File: config.mk
export PLATFORM = sky130hd
export DESIGN_NAME = beinmotion_qsys_cpu_oci_dct_packer_flat
export DESIGN_NICKNAME = d
export VERILOG_FILES = /design/src/rtl/beinmotion_qsys_cpu_oci_dct_packer_pkg.sv /design/src/rtl/beinmotion_qsys_cpu_oci_dct_packer_if.sv /design/src/rtl/beinmotion_qsys_cpu_oci_dct_packer_frame_reg.sv /design/src/rtl/beinmotion_qsys_cpu_oci_dct_packer.sv /design/src/flat_wrapper.sv
export SDC_FILE = /design/constraint.sdc
export NUM_CORES = 1
export LEC_CHECK = 0
export ABC_AREA = 1
export BUFFER_PORTS_ARGS = -buffer_cell sky130_fd_sc_hd__buf_2
export CELL_PAD_IN_SITES_DETAIL_PLACEMENT = 1
export CELL_PAD_IN_SITES_GLOBAL_PLACEMENT = 2
export CORE_MARGIN = 2
export CORE_UTILIZATION = 36
export DETAILED_ROUTE_END_ITERATION = 12
export GPL_TIMING_DRIVEN = 0
export PLACE_DENSITY_LB_ADDON = 0.12
export SLEW_MARGIN = 5
export SYNTH_ARGS = -nofsm -noshare
export SYNTH_HDL_FRONTEND = slang
export SYNTH_SLANG_ARGS = --single-unit
File: constraint.sdc
create_clock -name clk -period 3.1 [get_ports clk]
set_input_delay 0.155 -clock clk [delete_from_list [all_inputs] [get_ports clk]]
set_output_delay 0.155 -clock clk [all_outputs]
set_load 0.05 [all_outputs]
File: src/rtl/beinmotion_qsys_cpu_oci_dct_packer_pkg.sv
// rtl/beinmotion_qsys_cpu_oci_dct_packer_pkg.sv - shared constants and types for the OCI DCT packer
//
// Purpose: frame geometry constants and the output-stage state type used by
//          the packer top, its frame register and its bus interface.
// Contents:
//   SYM_W   bits per trace symbol
//   SLOTS   symbols per frame
//   CNT_W   width of a symbol count (holds SLOTS)
//   DCT_W   frame width, SYM_W*SLOTS
//   out_state_t  output holding register state {EMPTY, HOLD}
package beinmotion_qsys_cpu_oci_dct_pkg;

  localparam int SYM_W = 2;
  localparam int SLOTS = 15;
  localparam int CNT_W = 4;
  localparam int DCT_W = SYM_W * SLOTS;

  typedef enum logic {
    EMPTY = 1'b0,
    HOLD  = 1'b1
  } out_state_t;

endpackage

File: src/rtl/beinmotion_qsys_cpu_oci_dct_packer_if.sv
// rtl/beinmotion_qsys_cpu_oci_dct_packer_if.sv - symbol-in / frame-out bus of the OCI DCT packer
//
// Purpose: bundles the trace-symbol handshake and the frame handshake.
// Signals:
//   sym_valid, sym_data   symbol offered by the trace source
//   sym_ready             packer accepts the symbol this cycle
//   dct_buffer, dct_count frame contents and number of valid symbols
//   frame_valid           frame presented to the consumer
//   frame_ready           consumer takes the frame this cycle
// Modports:
//   master  environment side (trace source + frame consumer)
//   slave   packer side
interface beinmotion_qsys_cpu_oci_dct_packer_if;
  import beinmotion_qsys_cpu_oci_dct_pkg::*;

  logic             sym_valid;
  logic [SYM_W-1:0] sym_data;
  logic             sym_ready;
  logic [DCT_W-1:0] dct_buffer;
  logic [CNT_W-1:0] dct_count;
  logic             frame_valid;
  logic             frame_ready;

  modport master (
    output sym_valid, sym_data, frame_ready,
    input  sym_ready, dct_buffer, dct_count, frame_valid
  );

  modport slave (
    input  sym_valid, sym_data, frame_ready,
    output sym_ready, dct_buffer, dct_count, frame_valid
  );

endinterface

File: src/rtl/beinmotion_qsys_cpu_oci_dct_packer_frame_reg.sv
// rtl/beinmotion_qsys_cpu_oci_dct_packer_frame_reg.sv - output holding register with EMPTY/HOLD handshake FSM
//
// Purpose: holds one packed frame until the consumer takes it, and tells the
//          parent when a new frame may be loaded.
// Ports:
//   clk, reset_n              clock, asynchronous active-low reset
//   load                      copy load_buffer/load_count into the register
//   load_buffer, load_count   frame from the accumulator
//   frame_ready               consumer takes the presented frame
//   dct_buffer, dct_count     held frame
//   frame_valid               a frame is being presented
//   out_free                  a load is allowed this cycle
module beinmotion_qsys_cpu_oci_dct_frame_reg
  import beinmotion_qsys_cpu_oci_dct_pkg::*;
(
  input  logic             clk,
  input  logic             reset_n,
  input  logic             load,
  input  logic [DCT_W-1:0] load_buffer,
  input  logic [CNT_W-1:0] load_count,
  input  logic             frame_ready,
  output logic [DCT_W-1:0] dct_buffer,
  output logic [CNT_W-1:0] dct_count,
  output logic             frame_valid,
  output logic             out_free
);

  out_state_t state;
  out_state_t state_next;

  always_ff @(posedge clk or negedge reset_n) begin
    if (!reset_n) begin
      state <= EMPTY;
    end else begin
      state <= state_next;
    end
  end

  // A load while HOLD is only possible when the consumer takes the current
  // frame in the same cycle, so HOLD simply persists with the new contents.
  always_comb begin
    state_next = state;
    case (state)
      EMPTY: if (load) state_next = HOLD;
      HOLD:  if (frame_ready && !load) state_next = EMPTY;
      default: state_next = EMPTY;
    endcase
  end

  always_comb begin
    frame_valid = (state == HOLD);
    out_free    = (state == EMPTY) || ((state == HOLD) && frame_ready);
  end

  always_ff @(posedge clk or negedge reset_n) begin
    if (!reset_n) begin
      dct_buffer <= '0;
      dct_count  <= '0;
    end else if (load) begin
      dct_buffer <= load_buffer;
      dct_count  <= load_count;
    end
  end

endmodule

File: src/rtl/beinmotion_qsys_cpu_oci_dct_packer.sv
// rtl/beinmotion_qsys_cpu_oci_dct_packer.sv - packs 2-bit trace symbols into 30-bit frames for the OCI monitor
//
// Purpose: accumulates trace symbols (newest in the low slot), hands full or
//          flushed frames to a double-buffered output register, and raises
//          test_has_ended once test_ending is seen with all trace drained.
// Ports:
//   clk, reset_n     clock, asynchronous active-low reset (released synchronously upstream)
//   bus              slave side of the symbol/frame interface
//   flush            1-cycle pulse: emit the partial frame
//   test_ending      level: acts as a continuous flush
//   test_has_ended   registered end-of-test indication
//   frame_total      count of frames handed over (saturating)
// Build option:
//   BEINMOTION_OCI_DCT_STATS_EN  when defined, frame_total counts frame
//                                handshakes; otherwise it is tied to zero.
module beinmotion_qsys_cpu_oci_dct_packer
  import beinmotion_qsys_cpu_oci_dct_pkg::*;
(
  input  logic                                  clk,
  input  logic                                  reset_n,
  beinmotion_qsys_cpu_oci_dct_packer_if.slave   bus,
  input  logic                                  flush,
  input  logic                                  test_ending,
  output logic                                  test_has_ended,
  output logic [15:0]                           frame_total
);

  localparam logic [CNT_W-1:0] CNT_FULL = CNT_W'(SLOTS);

  logic [DCT_W-1:0] acc;
  logic [CNT_W-1:0] cnt;
  logic             flush_pend;
  logic             out_free;
  logic             acc_full;
  logic             acc_empty;
  logic             accept;
  logic             transfer;

  assign acc_full  = (cnt == CNT_FULL);
  assign acc_empty = (cnt == '0);

  // Only stall the source when the accumulator is full and cannot drain.
  assign bus.sym_ready = !(acc_full && !out_free);
  assign accept        = bus.sym_valid && bus.sym_ready;
  assign transfer      = (acc_full || ((flush_pend || test_ending) && !acc_empty)) && out_free;

  // A symbol accepted while the accumulator drains starts the next frame.
  always_ff @(posedge clk or negedge reset_n) begin
    if (!reset_n) begin
      acc <= '0;
      cnt <= '0;
    end else if (transfer) begin
      acc <= accept ? DCT_W'(bus.sym_data) : '0;
      cnt <= accept ? CNT_W'(1) : '0;
    end else if (accept) begin
      acc <= {acc[DCT_W-SYM_W-1:0], bus.sym_data};
      cnt <= cnt + 1'b1;
    end
  end

  // A flush applies to whatever will be in the accumulator next cycle:
  // nothing to do if it is draining now and no new symbol arrives, and a
  // flush with an empty accumulator and no arriving symbol is dropped.
  always_ff @(posedge clk or negedge reset_n) begin
    if (!reset_n) begin
      flush_pend <= 1'b0;
    end else if (flush && (accept || (!acc_empty && !transfer))) begin
      flush_pend <= 1'b1;
    end else if (transfer || (acc_empty && !accept)) begin
      flush_pend <= 1'b0;
    end
  end

  always_ff @(posedge clk or negedge reset_n) begin
    if (!reset_n) begin
      test_has_ended <= 1'b0;
    end else begin
      test_has_ended <= test_ending && acc_empty && !bus.frame_valid;
    end
  end

  beinmotion_qsys_cpu_oci_dct_frame_reg u_frame_reg (
    .clk         (clk),
    .reset_n     (reset_n),
    .load        (transfer),
    .load_buffer (acc),
    .load_count  (cnt),
    .frame_ready (bus.frame_ready),
    .dct_buffer  (bus.dct_buffer),
    .dct_count   (bus.dct_count),
    .frame_valid (bus.frame_valid),
    .out_free    (out_free)
  );

`ifdef BEINMOTION_OCI_DCT_STATS_EN
  always_ff @(posedge clk or negedge reset_n) begin
    if (!reset_n) begin
      frame_total <= '0;
    end else if (bus.frame_valid && bus.frame_ready && (frame_total != 16'hFFFF)) begin
      frame_total <= frame_total + 16'd1;
    end
  end
`else
  assign frame_total = 16'h0000;
`endif

endmodule

File: src/flat_wrapper.sv
// flat-port wrapper written by rule: the top's interface ports become plain ports
module beinmotion_qsys_cpu_oci_dct_packer_flat import beinmotion_qsys_cpu_oci_dct_pkg::*;
  (clk, reset_n, flush, test_ending, test_has_ended, frame_total, bus_sym_valid, bus_sym_data, bus_frame_ready, bus_sym_ready, bus_dct_buffer, bus_dct_count, bus_frame_valid);
  beinmotion_qsys_cpu_oci_dct_packer_if bus_i ();
  input  logic clk;
  input  logic reset_n;
  input  logic flush;
  input  logic test_ending;
  output logic test_has_ended;
  output logic [15:0] frame_total;
  input wire logic [$bits(bus_i.sym_valid)-1:0] bus_sym_valid;
  input wire logic [$bits(bus_i.sym_data)-1:0] bus_sym_data;
  input wire logic [$bits(bus_i.frame_ready)-1:0] bus_frame_ready;
  output wire logic [$bits(bus_i.sym_ready)-1:0] bus_sym_ready;
  output wire logic [$bits(bus_i.dct_buffer)-1:0] bus_dct_buffer;
  output wire logic [$bits(bus_i.dct_count)-1:0] bus_dct_count;
  output wire logic [$bits(bus_i.frame_valid)-1:0] bus_frame_valid;
  assign bus_i.sym_valid = bus_sym_valid;
  assign bus_i.sym_data = bus_sym_data;
  assign bus_i.frame_ready = bus_frame_ready;
  assign bus_sym_ready = bus_i.sym_ready;
  assign bus_dct_buffer = bus_i.dct_buffer;
  assign bus_dct_count = bus_i.dct_count;
  assign bus_frame_valid = bus_i.frame_valid;
  beinmotion_qsys_cpu_oci_dct_packer u_core (.clk(clk), .reset_n(reset_n), .bus(bus_i), .flush(flush), .test_ending(test_ending), .test_has_ended(test_has_ended), .frame_total(frame_total));
endmodule
## Yosys cells after proc, flatten, opt, wreduce, memory -nomap -nowiden

Cells that the tools add are included.
Widths: inputs -> output; s select.

- Register bits: 71
- Input bits: 8
- Output and inout bits: 53
- Word-level logic and storage cells: 46

- Add/sub/neg operators: 1
- Equal/unequal tests: 1
- Multiplexer cells: 11
- Bitwise logic cells: 1
- Reductions and logical operators: 25

Operators with widths:

| cell | count |
|---|---|
| $mux 30 | 2 |
| $logic_and 1x1->1 | 11 |
| $mux 4 | 2 |
| $logic_not 1->1 | 6 |
| $logic_or 1x1->1 | 5 |
| $mux 1 | 5 |
| $add 4x1->4 const B | 1 |
| $eq 4x4->1 const B | 1 |
| $logic_not 4->1 | 1 |
| $reduce_bool 2->1 | 2 |
| $mux 2 | 1 |
| $pmux 1 s2 | 1 |
| $not 1->1 | 1 |

## Logic depth before layout (Yosys ltp)

Gate-level depths: netlist (run 1).

- Word-level depth: 11
- Gate-level depth with buffers: 11
- Gate-level depth less buffers: 10

## Hierarchy

A second synthesis (run 1) with hierarchy kept.

- Cell total of the unflattened synthesis: 396
- Area total of the unflattened synthesis: 3246.9 um2

Modules (own cells, without submodules):

| module | times used | cells an instance | area each (um2) | sequential area each (um2) |
|---|---|---|---|---|
| beinmotion_qsys_cpu_oci_dct_packer | 1 | 248 | 1871.8 | 900.9 |
| beinmotion_qsys_cpu_oci_dct_frame_reg | 1 | 148 | 1375.1 | 875.8 |

## Worst setup path after synthesis (run 1)

OpenSTA, ideal clock, no wires.

- Kind: reg2reg
- Start point: reg u_core.u_frame_reg.state, in the netlist u_core.u_frame_reg.frame_valid
- End point: reg u_core.acc[15]
- Setup time: 0.074 ns
- Arrival: 1.504 ns
- Required time: 3.026 ns
- Path slack: 1.522 ns
- Cell stages (with the launch flop): 9
- Path buffers: 2
- Clock period less this slack: 1.578 ns
- Path through: dfrtp_1 nand2_2 nor2_4 nor2_4 inv_2 nand2_2 buf_6 buf_6 o21ai_2

- Cells in the longest elaborated chain, start to end: 7
- Elaborated cells between the ends (all ways): 10
- Classes of those cells: mux (1); bitwise (1); reduce/logical (8)

Ends and longest elaborated chain:

| element | line | text |
|---|---|---|
| start, declared | beinmotion_qsys_cpu_oci_dct_packer_frame_reg.sv:28 | `out_state_t state;` |
| start signal, assigned | beinmotion_qsys_cpu_oci_dct_packer_frame_reg.sv:35 | `state <= state_next;` |
| $logic_and 1x1->1 / $not 1->1 (equally long branches) | beinmotion_qsys_cpu_oci_dct_packer_frame_reg.sv:52 | `out_free = (state == EMPTY) \|\| ((state == HOLD) && frame_ready);` |
| $logic_or 1x1->1 (*) | beinmotion_qsys_cpu_oci_dct_packer_frame_reg.sv:52 |  |
| $logic_not 1->1 | beinmotion_qsys_cpu_oci_dct_packer.sv:43 | `assign bus.sym_ready = !(acc_full && !out_free);` |
| $logic_and 1x1->1 | beinmotion_qsys_cpu_oci_dct_packer.sv:43 |  |
| $logic_not 1->1 | beinmotion_qsys_cpu_oci_dct_packer.sv:43 |  |
| $logic_and 1x1->1 | beinmotion_qsys_cpu_oci_dct_packer.sv:44 | `assign accept = bus.sym_valid && bus.sym_ready;` |
| $reduce_bool 2->1 (no line) | -- |  |
| end signal, assigned | beinmotion_qsys_cpu_oci_dct_packer.sv:53 | `acc <= accept ? DCT_W'(bus.sym_data) : '0;` |
| end signal, assigned | beinmotion_qsys_cpu_oci_dct_packer.sv:56 | `acc <= {acc[DCT_W-SYM_W-1:0], bus.sym_data};` |
| end, declared | beinmotion_qsys_cpu_oci_dct_packer.sv:30 | `logic [DCT_W-1:0] acc;` |

Mark *: on every way between the ends. The rest lies on a longest branch, timed or not.
A chain may end at the register's enable or synchronous reset.

## Final worst setup path (run 1)

- Start point: reg u_core.cnt[0]
- End point: reg u_core.acc[11]

- Cells in the longest elaborated chain, start to end: 6
- Elaborated cells between the ends (all ways): 11
- Classes of those cells: eq/ne (1); mux (1); reduce/logical (9)

Ends and longest elaborated chain:

| element | line | text |
|---|---|---|
| start, declared | beinmotion_qsys_cpu_oci_dct_packer.sv:31 | `logic [CNT_W-1:0] cnt;` |
| start signal, assigned | beinmotion_qsys_cpu_oci_dct_packer.sv:54 | `cnt <= accept ? CNT_W'(1) : '0;` |
| start signal, assigned | beinmotion_qsys_cpu_oci_dct_packer.sv:57 | `cnt <= cnt + 1'b1;` |
| $logic_not 4->1 | beinmotion_qsys_cpu_oci_dct_packer.sv:40 | `assign acc_empty = (cnt == '0);` |
| $logic_not 1->1 | beinmotion_qsys_cpu_oci_dct_packer.sv:45 | `assign transfer = (acc_full \|\| ((flush_pend \|\| test_ending) && !acc_empty)) && out_free;` |
| $logic_and 1x1->1 | beinmotion_qsys_cpu_oci_dct_packer.sv:45 |  |
| $logic_or 1x1->1 | beinmotion_qsys_cpu_oci_dct_packer.sv:45 |  |
| $logic_and 1x1->1 | beinmotion_qsys_cpu_oci_dct_packer.sv:45 |  |
| $mux 30 / $reduce_bool 2->1 (equally long branches) | -- |  |

Parallel ways exist; a longest one is shown, timed or not.

==> flow_metrics.py, run 1 <==
metrics = {
    "routing": {
        "drt-total-wl_um": 6684,
        "antenna_left": 0,
        "firstDrtPassIters": 4,
        "drc": 0,
        "num_vias": 2255,
        "drt-vias-per-instance": 4.574,
        "routedWlPerCell_um": 13.56,
        "detail_route.iter0.violations": 59,
    },
    "yosys": {
        "syn_avg_cell_area_um2": 9.752,
        "synth-seq-cells": 71,
        "ys_types": 23,
        "ys_seq_area_share_pct": 58.58,
        "synthCells": 311,
        "synth_area_um2": 3033,
        "synth-warning-count": 0,
    },
    "outcome": {
        "status": "complete, no violations",
    },
    "timing": {
        "fin_ws_ns": 1.255,
        "fmax_mhz": 542.0,
        "finalClockSkew_ns": 0.009507,
        "hold_slack_ns": 0.03260,
        "finalMaxSlewViolations": 0,
        "min_period_ns": 1.845,
        "rsz0062_at_grt": "false",
        "hold_violations": 0,
        "setup_viol": 0,
        "finalSetupTns_ns": 0,
        "period_share_pct": 59.52,
    },
    "floorplan": {
        "ios": 61,
        "rows": 33,
        "initial_core_util_pct": 37.10,
        "die-width_um": 95.79,
        "dieArea_um2": 9175,
        "die_h_um": 95.79,
        "core_um2": 8175,
    },
    "cells_and_area": {
        "areaGrowthSynthToFinish_pct": 21.37,
        "instances_no_fill": 493,
        "fin_util_pct": 45.03,
        "fin_nets": 393,
        "layout_commonest_cell": "dfrtp_1",
        "drive_gt1_share_pct": 28.87,
        "finish.instance_area_um2": 3681,
        "antennaDiodeCount": 0,
        "layout_common_cells": "71 x dfrtp_1, 52 x nand2_1, 47 x buf_2, 39 x o21ai_0, 38 x inv_1",
    },
    "placed_design": {
        "hpwlAfterDp_um": 4811,
        "io_buffer_count": 44,
        "gp_congestion": 0.7322,
        "dp_cells": 476,
        "dp_worst_setup_slack_ns": 1.218,
        "place_area_um2": 3463,
    },
    "clock_tree": {
        "clk_latency_ns": 0.35,
        "cts_tree": "done",
        "htree_levels": 3,
        "cts_buffer_depth": 2,
        "post_cts_resized": 0,
        "clockRootBuffer": "clkbuf_8",
        "cts_inserted_buffers": 9,
        "clock-sinks": 71,
        "cts.clk_slew.worst_paths_ns": 0.08,
    },
    "power": {
        "peakVddDrop_v": 0.0002852,
        "cellPowerDensity_nw_per_um2": 856.7,
        "p_switching_mw": 1.319,
        "p_int_mw": 1.834,
        "switching_share_pct": 41.84,
        "cellLeakagePower_nw": 1.863,
        "power.total_mw": 3.154,
        "power_frac_clock_pct": 24.3,
        "seq_power_share_pct": 36.6,
        "power_frac_comb_pct": 39.2,
    },
    "setup_path": {
        "crit_fanout": 10,
        "worstSetupStartpointType": "flop",
        "end_kind": "flop",
        "arrival_ns": 2.09,
        "worstSetupPathType": "flop to flop",
        "crit_required_ns": 3.35,
    },
    "min_path": {
        "hp-class": "input port to flop",
    },
    "run": {
        "drv_cap": 0,
    },
    "grt": {
        "grt_max_degree": 40,
        "grt_pass1_wl_um": 11370,
        "grt_pass1_vias": 2274,
        "gr-total-overflow": 0,
        "antenna_found_initial": 0,
        "grt_usage_pct": 16.42,
    },
}
-- synth_stat cells (all sizes together) --
cell type	n	area, um2
dfrtp	71	1777
o21ai	63	352.8
nand2	58	232.7
inv	39	146.4
buf	32	256.5
nand3	32	165.2
nor2	7	41.29
a21oi	2	10.01
ha	2	25.02
clkbuf	1	3.750
conb	1	3.750
nor3	1	5.000
nor3b	1	7.510
or2	1	6.260
-- state kept, by name, indices dropped and copies added (netlist names) --
register / count
u_core.acc: 30
u_core.cnt: 4
u_core.flush_pend: 1
u_core.test_has_ended: 1
u_core.u_frame_reg.dct_buffer: 30
u_core.u_frame_reg.dct_count: 4
u_core.u_frame_reg.frame_valid: 1
-- worst max-delay path, cell delays in order, from the launching register on --
cell,delay [ns]
dfrtp_1,0.41
ha_1,0.25
nand3_2,0.14
nor2_4,0.05
nor2_4,0.23
buf_1,0.40
nand3_1,0.14
o21ai_0,0.13
-- final cells by class --
cell class	count	area, um2
fillers	967	4494
multi-input cells	183	905.9
flip-flops and latches	71	1777
repair buffers	46	252.7
clock buffers	11	151.4
plain buffers	33	260.3
inverters	39	146.4
well taps	105	131.4
clock inverters	5	56.30
-- logic make-up after synthesis --
kind of cell	share of synthesized area [%]
buffers and inverters	13.41
AOI/OAI and AO/OA	11.96
adders and majority gates	0.8250
and+or+nand+nor	15.10
DFF	58.58
other	0.1236
-- layer usage --
layer | up-vias | part of all wire (%) | global-route usage [%] | wire, um
met5 | - | 0 | 0 | 0
met4 | 0 | 1.8 | 7.143 | 121
met3 | 13 | 3.2 | 3.132 | 215
met2 | 32 | 48 | 26.11 | 3218
met1 | 1110 | 47 | 21.92 | 3129
li1 | 1100 | - | - | -
-- repair_timing --
item,in CTS,in global routing
setup endpoints to repair,0,0
hold buffers,1,0
buffers inserted,0,0
endpoints found under the hold margin,32,0
-- power by group through the flow --
stage | logic (mW) | clock network [mW] | registers, mW
floorplan | 0.645 | 0 | 1.46
global placement | 1.25 | 0 | 1.17
detailed placement | 1.27 | 0 | 1.17
CTS | 1.27 | 0.786 | 1.16
global route | 1.37 | 0.827 | 1.18
finish | 1.23 | 0.765 | 1.15
-- worst paths after layout --
check                                                                   start                                             to  slack [ns]  cells past startpoint
worst max-delay path                                u_core.cnt[0]$_DFFE_PN0P_                     u_core.acc[11]$_DFFE_PN0P_        1.25                      7
worst min-delay path                                          bus_sym_data[0]                      u_core.acc[0]$_DFFE_PN0P_        0.03                      3
worst max register to register                      u_core.cnt[0]$_DFFE_PN0P_                     u_core.acc[11]$_DFFE_PN0P_        1.25                      7
worst min register to register  u_core.u_frame_reg.dct_buffer[29]$_DFFE_PN0P_  u_core.u_frame_reg.dct_buffer[29]$_DFFE_PN0P_        0.47                      2
max in group asynchronous                                             reset_n                      u_core.acc[1]$_DFFE_PN0P_        2.24                      3
min in group asynchronous                                             reset_n                     u_core.acc[10]$_DFFE_PN0P_        0.29                      2
Note: power is estimated with default switching activity, not from simulation.
==> run 2: changes to the inputs <==
--- a/config.mk
+++ b/config.mk
@@ -10,7 +10,7 @@
 export CELL_PAD_IN_SITES_DETAIL_PLACEMENT = 1
 export CELL_PAD_IN_SITES_GLOBAL_PLACEMENT = 2
 export CORE_MARGIN = 2
-export CORE_UTILIZATION = 36
+export CORE_UTILIZATION = 30
 export DETAILED_ROUTE_END_ITERATION = 12
 export GPL_TIMING_DRIVEN = 0
 export PLACE_DENSITY_LB_ADDON = 0.12
==> constraint.sdc (replaced) <==
create_clock -name clk -period 1.6 [get_ports clk]
set_input_delay 0.08 -clock clk [delete_from_list [all_inputs] [get_ports clk]]
set_output_delay 0.08 -clock clk [all_outputs]
set_load 0.05 [all_outputs]
==> run 2 against run 1 <==
Effect of this change:
- via count grew 2.2%
- hold slack got worse by 0.014 ns
- register-to-register slack worse by 1.2 ns
- combinational power up 140%
- routed wire length up 6.9%
- critical path depth grew 2
- clock power is 87% higher
- largest power group unchanged
- total power increased by 110%
- die area up 19%
- highest routed layer unchanged
- sequential power increased by 97%
==> flow_metrics.py, run 2 (synthesis gave the netlist of run 1 again) <==
metrics = {
    "outcome": {
        "status": "complete, no violations",
    },
    "routing": {
        "antenna_left": 0,
        "routedWlPerCell_um": 13.23,
        "drt-total-wl_um": 7146,
        "firstDrtPassIters": 4,
        "num_vias": 2305,
        "drt-vias-per-instance": 4.269,
        "detail_route.iter0.violations": 49,
        "drc": 0,
    },
    "clock_tree": {
        "clk_latency_ns": 0.36,
        "cts.clk_slew.worst_paths_ns": 0.07,
        "clockRootBuffer": "clkbuf_8",
        "cts_inserted_buffers": 9,
        "htree_levels": 3,
        "clock-sinks": 71,
        "cts_tree": "done",
        "cts_buffer_depth": 2,
    },
    "power": {
        "cellLeakagePower_nw": 1.992,
        "p_switching_mw": 2.749,
        "power.total_mw": 6.625,
        "power_frac_clock_pct": 21.6,
        "switching_share_pct": 41.50,
        "peakVddDrop_v": 0.0006999,
        "p_int_mw": 3.876,
        "seq_power_share_pct": 34.1,
        "cellPowerDensity_nw_per_um2": 1657,
        "power_frac_comb_pct": 44.3,
    },
    "setup_path": {
        "regToRegSetupSlack_ns": 0.06,
        "crit_path_start": "u_core.cnt[1]$_DFFE_PN0P_",
        "path_cells": "ha_4 > nand3_4 > buf_4 > nand2_4 > nand2_8 > clkbuf_16 > buf_6 > nand3_1 > o21ai_0",
        "crit_required_ns": 1.83,
        "reg2regPathDepth": 9,
        "worstSetupPathType": "flop to flop",
        "slowest_stage": "dfrtp_1",
        "arrival_ns": 1.77,
        "end_kind": "flop",
        "crit_fanout": 10,
        "worstReg2RegStart": "u_core.cnt[1]$_DFFE_PN0P_",
        "slowest_delay_ns": 0.41,
        "worstSetupStartpointType": "flop",
    },
    "cells_and_area": {
        "fillCellCount": 1149,
        "layout_commonest_cell": "dfrtp_1",
        "areaGrowthSynthToFinish_pct": 31.85,
        "drive_gt1_share_pct": 33.66,
        "multi_input_area_um2": 979.7,
        "finish.instance_area_um2": 3999,
        "largestRegisters": "u_core.acc: 30 flops, u_core.u_frame_reg.dct_buffer: 30 flops",
        "antennaDiodeCount": 0,
        "regArea_um2": 1778,
        "layout_common_cells": "70 x dfrtp_1, 52 x nand2_1, 45 x buf_2, 36 x inv_1, 34 x buf_4",
        "fin_util_pct": 40.91,
        "fin_nets": 412,
    },
    "grt": {
        "grt_pass1_wl_um": 11720,
        "grt_max_degree": 50,
        "grt_pass1_vias": 2310,
        "grt_usage_pct": 13.93,
        "gr-total-overflow": 0,
        "antenna_found_initial": 0,
    },
    "min_path": {
        "worstHoldStart": "flush",
        "min_path_cells": 5,
        "hp-class": "input port to flop",
    },
    "timing": {
        "finalMaxSlewViolations": 0,
        "finalClockSkew_ns": 0.01185,
        "finalSetupTns_ns": 0,
        "setup_viol": 0,
        "min_period_ns": 1.540,
        "hold_violations": 0,
        "period_share_pct": 96.23,
        "fmax_mhz": 649.5,
    },
    "floorplan": {
        "dieArea_um2": 10930,
        "core_um2": 9774,
        "initial_core_util_pct": 31.03,
        "die-width_um": 104.5,
        "die_h_um": 104.5,
        "ios": 61,
        "rows": 36,
    },
    "placed_design": {
        "io_buffer_count": 44,
        "hpwlAfterDp_um": 4828,
        "place_area_um2": 3506,
        "gp_congestion": 0.7223,
    },
    "run": {
        "drv_cap": 0,
    },
}
-- run 2: metrics by stage --
step	hold WS, ns	worst slack, ns	instances
after floorplan	-0.2156	0.02244	326
after global placement	0.3013	-0.3300	503
after detailed placement	0.003944	-0.2997	504
after CTS	0.0001427	-0.007540	531
after global routing	0.01532	-0.03292	540
final	0.01837	0.06029	540
-- run 2: critical path: cells and delay by family (launching register included) --
kind	cells	cell delay, ns
buffers and inverters	3	0.46
AND/OR/NAND/NOR	4	0.29
adder cells (fa/ha/maj)	1	0.17
flip-flops	1	0.41
AO/OA/AOI/OAI	1	0.08
-- run 2: final timing paths --
check / end
worst max-delay path: u_core.acc[13]$_DFFE_PN0P_
min in group asynchronous: u_core.u_frame_reg.dct_buffer[8]$_DFFE_PN0P_
worst min-delay path: u_core.flush_pend$_DFFE_PN0P_
worst min register to register: u_core.u_frame_reg.dct_buffer[16]$_DFFE_PN0P_
worst max register to register: u_core.acc[13]$_DFFE_PN0P_
max in group asynchronous: u_core.cnt[0]$_DFFE_PN0P_
-- run 2: power groups by stage --
stage / clock, mW / combinational [mW] / sequential, mW
6_report: 1.43 / 2.93 / 2.26
2_1_floorplan: 0 / 1.25 / 2.83
3_3_place_gp: 0 / 2.44 / 2.27
5_1_grt: 1.56 / 3.19 / 2.30
4_1_cts: 1.50 / 2.62 / 2.24
3_5_place_dp: 0 / 2.47 / 2.27
-- run 2: what timing repair did --
item	CTS	global route
setup buffers	7	8
hold endpoints to repair	74	0
setup endpoints to repair	54	66
hold buffers	4	0
resized for setup	11	25
pin swaps	5	6
gates cloned	0	1
-- run 2: area by class of cell --
| cell class | count | share of cell area [%] |
|---|---|---|
| inverter | 39 | 3.661 |
| tap | 133 | 4.161 |
| clock inverter | 4 | 1.126 |
| multi-input combinational | 183 | 24.50 |
| clock buffer | 12 | 3.630 |
| buffer | 33 | 7.353 |
| sequential | 71 | 44.46 |
| timing repair buffer | 65 | 11.11 |
-- run 2: per-layer routing --
metal | share of wire [%] | global-route usage (%)
met5 | 0 | 0
met4 | 2.3 | 7.239
met2 | 47 | 21.66
met1 | 47 | 18.17
met3 | 3.2 | 3.057
==> run 3: changes to the inputs <==
--- a/config.mk
+++ b/config.mk
@@ -9,6 +9,7 @@
 export BUFFER_PORTS_ARGS = -buffer_cell sky130_fd_sc_hd__buf_2
 export CELL_PAD_IN_SITES_DETAIL_PLACEMENT = 1
 export CELL_PAD_IN_SITES_GLOBAL_PLACEMENT = 2
+export CORE_ASPECT_RATIO = 1.1
 export CORE_MARGIN = 2
 export CORE_UTILIZATION = 30
 export DETAILED_ROUTE_END_ITERATION = 12
==> run 3 against run 2 <==
Effect of this change:
- setup slack worse by 0.0086 ns
- routed wire length grew 0.15%
- largest power group unchanged
- sequential power hardly changed
- critical path type unchanged
==> flow_metrics.py, run 3 (synthesis gave the netlist of run 1 again) <==
metrics = {
    "outcome": {
        "status": "complete, no violations",
    },
    "setup_path": {
        "regToRegSetupSlack_ns": 0.05,
        "worstReg2RegEnd": "u_core.acc[14]$_DFFE_PN0P_",
        "slowest_stage": "dfrtp_2",
        "slowest_delay_ns": 0.43,
        "crit_required_ns": 1.83,
        "path_cells": "ha_4 > nand3_4 > buf_12 > nand2_4 > nand2_4 > buf_12 > buf_8 > nand3_1 > o21ai_0",
        "reg2regPathDepth": 9,
        "crit_buf_inv": 3,
        "worstSetupStartpointType": "flop",
        "crit_fanout": 10,
        "end_kind": "flop",
        "critical-path-top-delay-family": "buffers and inverters",
        "arrival_ns": 1.77,
        "worstSetupPathType": "flop to flop",
        "worstReg2RegStart": "u_core.cnt[0]$_DFFE_PN0P_",
    },
    "power": {
        "power_frac_clock_pct": 20.7,
        "peakVddDrop_v": 0.0007802,
        "p_switching_mw": 2.775,
        "cellPowerDensity_nw_per_um2": 1624,
        "p_int_mw": 3.708,
        "power.total_mw": 6.483,
        "seq_power_share_pct": 34.8,
        "switching_share_pct": 42.81,
        "cellLeakagePower_nw": 1.981,
        "power_frac_comb_pct": 44.4,
    },
    "placed_design": {
        "io_buffer_count": 44,
        "hpwlAfterDp_um": 4828,
        "dp_cells": 491,
        "gp_congestion": 0.7206,
    },
    "timing": {
        "finalMaxSlewViolations": 0,
        "rsz0062_at_grt": "true",
        "finalClockSkew_ns": 0.01035,
        "setup_viol": 0,
        "period_share_pct": 96.77,
        "hold_violations": 0,
        "min_period_ns": 1.548,
        "fmax_mhz": 645.9,
    },
    "clock_tree": {
        "cts_inserted_buffers": 9,
        "clockRootBuffer": "clkbuf_8",
        "clock-sinks": 71,
        "cts_tree": "done",
        "cts.clk_slew.worst_paths_ns": 0.09,
        "cts_buffer_depth": 2,
        "clk_latency_ns": 0.35,
        "htree_levels": 3,
    },
    "floorplan": {
        "core_um2": 9842,
        "dieArea_um2": 10930,
        "ios": 61,
        "die_h_um": 109.5,
        "rows": 38,
        "die-width_um": 99.87,
        "initial_core_util_pct": 30.82,
    },
    "cells_and_area": {
        "drive_gt1_share_pct": 33.17,
        "layout_common_cells": "70 x dfrtp_1, 52 x nand2_1, 43 x buf_2, 36 x inv_1",
        "layout_commonest_cell": "dfrtp_1",
        "fin_util_pct": 40.55,
        "fillCellCount": 1149,
        "antennaDiodeCount": 0,
        "areaGrowthSynthToFinish_pct": 31.60,
        "largestRegisters": "u_core.acc: 30 flops, u_core.u_frame_reg.dct_buffer: 30 flops",
        "fin_nets": 409,
        "instances_no_fill": 524,
    },
    "routing": {
        "num_vias": 2284,
        "drt-total-wl_um": 7157,
        "antenna_left": 0,
        "drt-vias-per-instance": 4.359,
        "routedWlPerCell_um": 13.66,
        "detail_route.iter0.violations": 81,
        "drc": 0,
        "firstDrtPassIters": 4,
    },
    "grt": {
        "grt_pass1_vias": 2396,
        "gr-total-overflow": 0,
        "grt_usage_pct": 14.19,
        "antenna_found_initial": 0,
        "grt_pass1_wl_um": 11960,
        "grt_max_degree": 57,
    },
    "run": {
        "drv_cap": 0,
    },
    "min_path": {
        "hp-class": "input port to async pin",
    },
}
-- run 3: cell type report --
class / instances / area [um2] / share of cell area, %
Buffer: 33 / 326.6 / 8.182
Timing Repair Buffer: 62 / 447.9 / 11.22
Clock buffer: 10 / 137.6 / 3.448
Tap cell: 120 / 150.1 / 3.762
Sequential cell: 71 / 1778 / 44.55
Inverter: 39 / 146.4 / 3.668
Multi-Input combinational cell: 183 / 958.4 / 24.01
Clock inverter: 6 / 46.29 / 1.160
-- run 3: routing by layer --
| layer | global-route usage (%) | routed length [um] | part of all wire [%] | vias to the layer above |
|---|---|---|---|---|
| li1 | - | - | - | 1133 |
| met1 | 18.58 | 3374 | 47 | 1105 |
| met2 | 23.50 | 3494 | 49 | 35 |
| met3 | 2.098 | 169 | 2.4 | 11 |
| met4 | 6.164 | 119 | 1.7 | 0 |
| met5 | 0 | 0 | 0 | - |
-- run 3: power groups by stage --
| stage | sequential (mW) | combinational [mW] | clock (mW) |
|---|---|---|---|
| after global placement | 2.26 | 2.44 | 0 |
| after detailed placement | 2.27 | 2.46 | 0 |
| after global routing | 2.30 | 3.14 | 1.46 |
| after CTS | 2.26 | 2.76 | 1.40 |
| final | 2.26 | 2.88 | 1.34 |
| after floorplan | 2.83 | 1.25 | 0 |
-- run 3: worst max path at each step --
stage | startpoint | endpoint | slack, ns | cells after the start
after global placement | u_core.cnt[0]$_DFFE_PN0P_ | u_core.acc[20]$_DFFE_PN0P_ | -0.30 | 7
after CTS | u_core.cnt[1]$_DFFE_PN0P_ | u_core.acc[12]$_DFFE_PN0P_ | 0.01 | 10
after detailed placement | u_core.cnt[0]$_DFFE_PN0P_ | u_core.acc[22]$_DFFE_PN0P_ | -0.32 | 7
final | u_core.cnt[0]$_DFFE_PN0P_ | u_core.acc[14]$_DFFE_PN0P_ | 0.05 | 9
after floorplan | u_core.u_frame_reg.frame_valid$_DFF_PN0_ | u_core.acc[15]$_DFFE_PN0P_ | 0.02 | 8
after global routing | u_core.cnt[0]$_DFFE_PN0P_ | u_core.cnt[2]$_DFFE_PN0P_ | -0.03 | 10
-- run 3: through the flow --
step / worst slack, ns / TNS (ns) / hold slack, ns / cell area (um2)
CTS: 0.01133 / 0 / 0.1230 / 3924
global placement: -0.3002 / -10.21 / 0.3037 / 3460
detailed placement: -0.3171 / -6.547 / -0.02643 / 3490
finish: 0.05172 / 0 / 0.1366 / 3991
global route: -0.02501 / -0.07048 / 0.1490 / 3991
floorplan: 0.02244 / 0 / -0.2156 / 3089
-- run 3: timing repair --
action,4_1_cts,5_1_grt
cloned,1,0
setup buffers,9,2
resized for setup,22,29
pin swaps,3,4
endpoints found under the hold margin,75,0
endpoints found under the setup margin,66,65
hold buffers,5,0
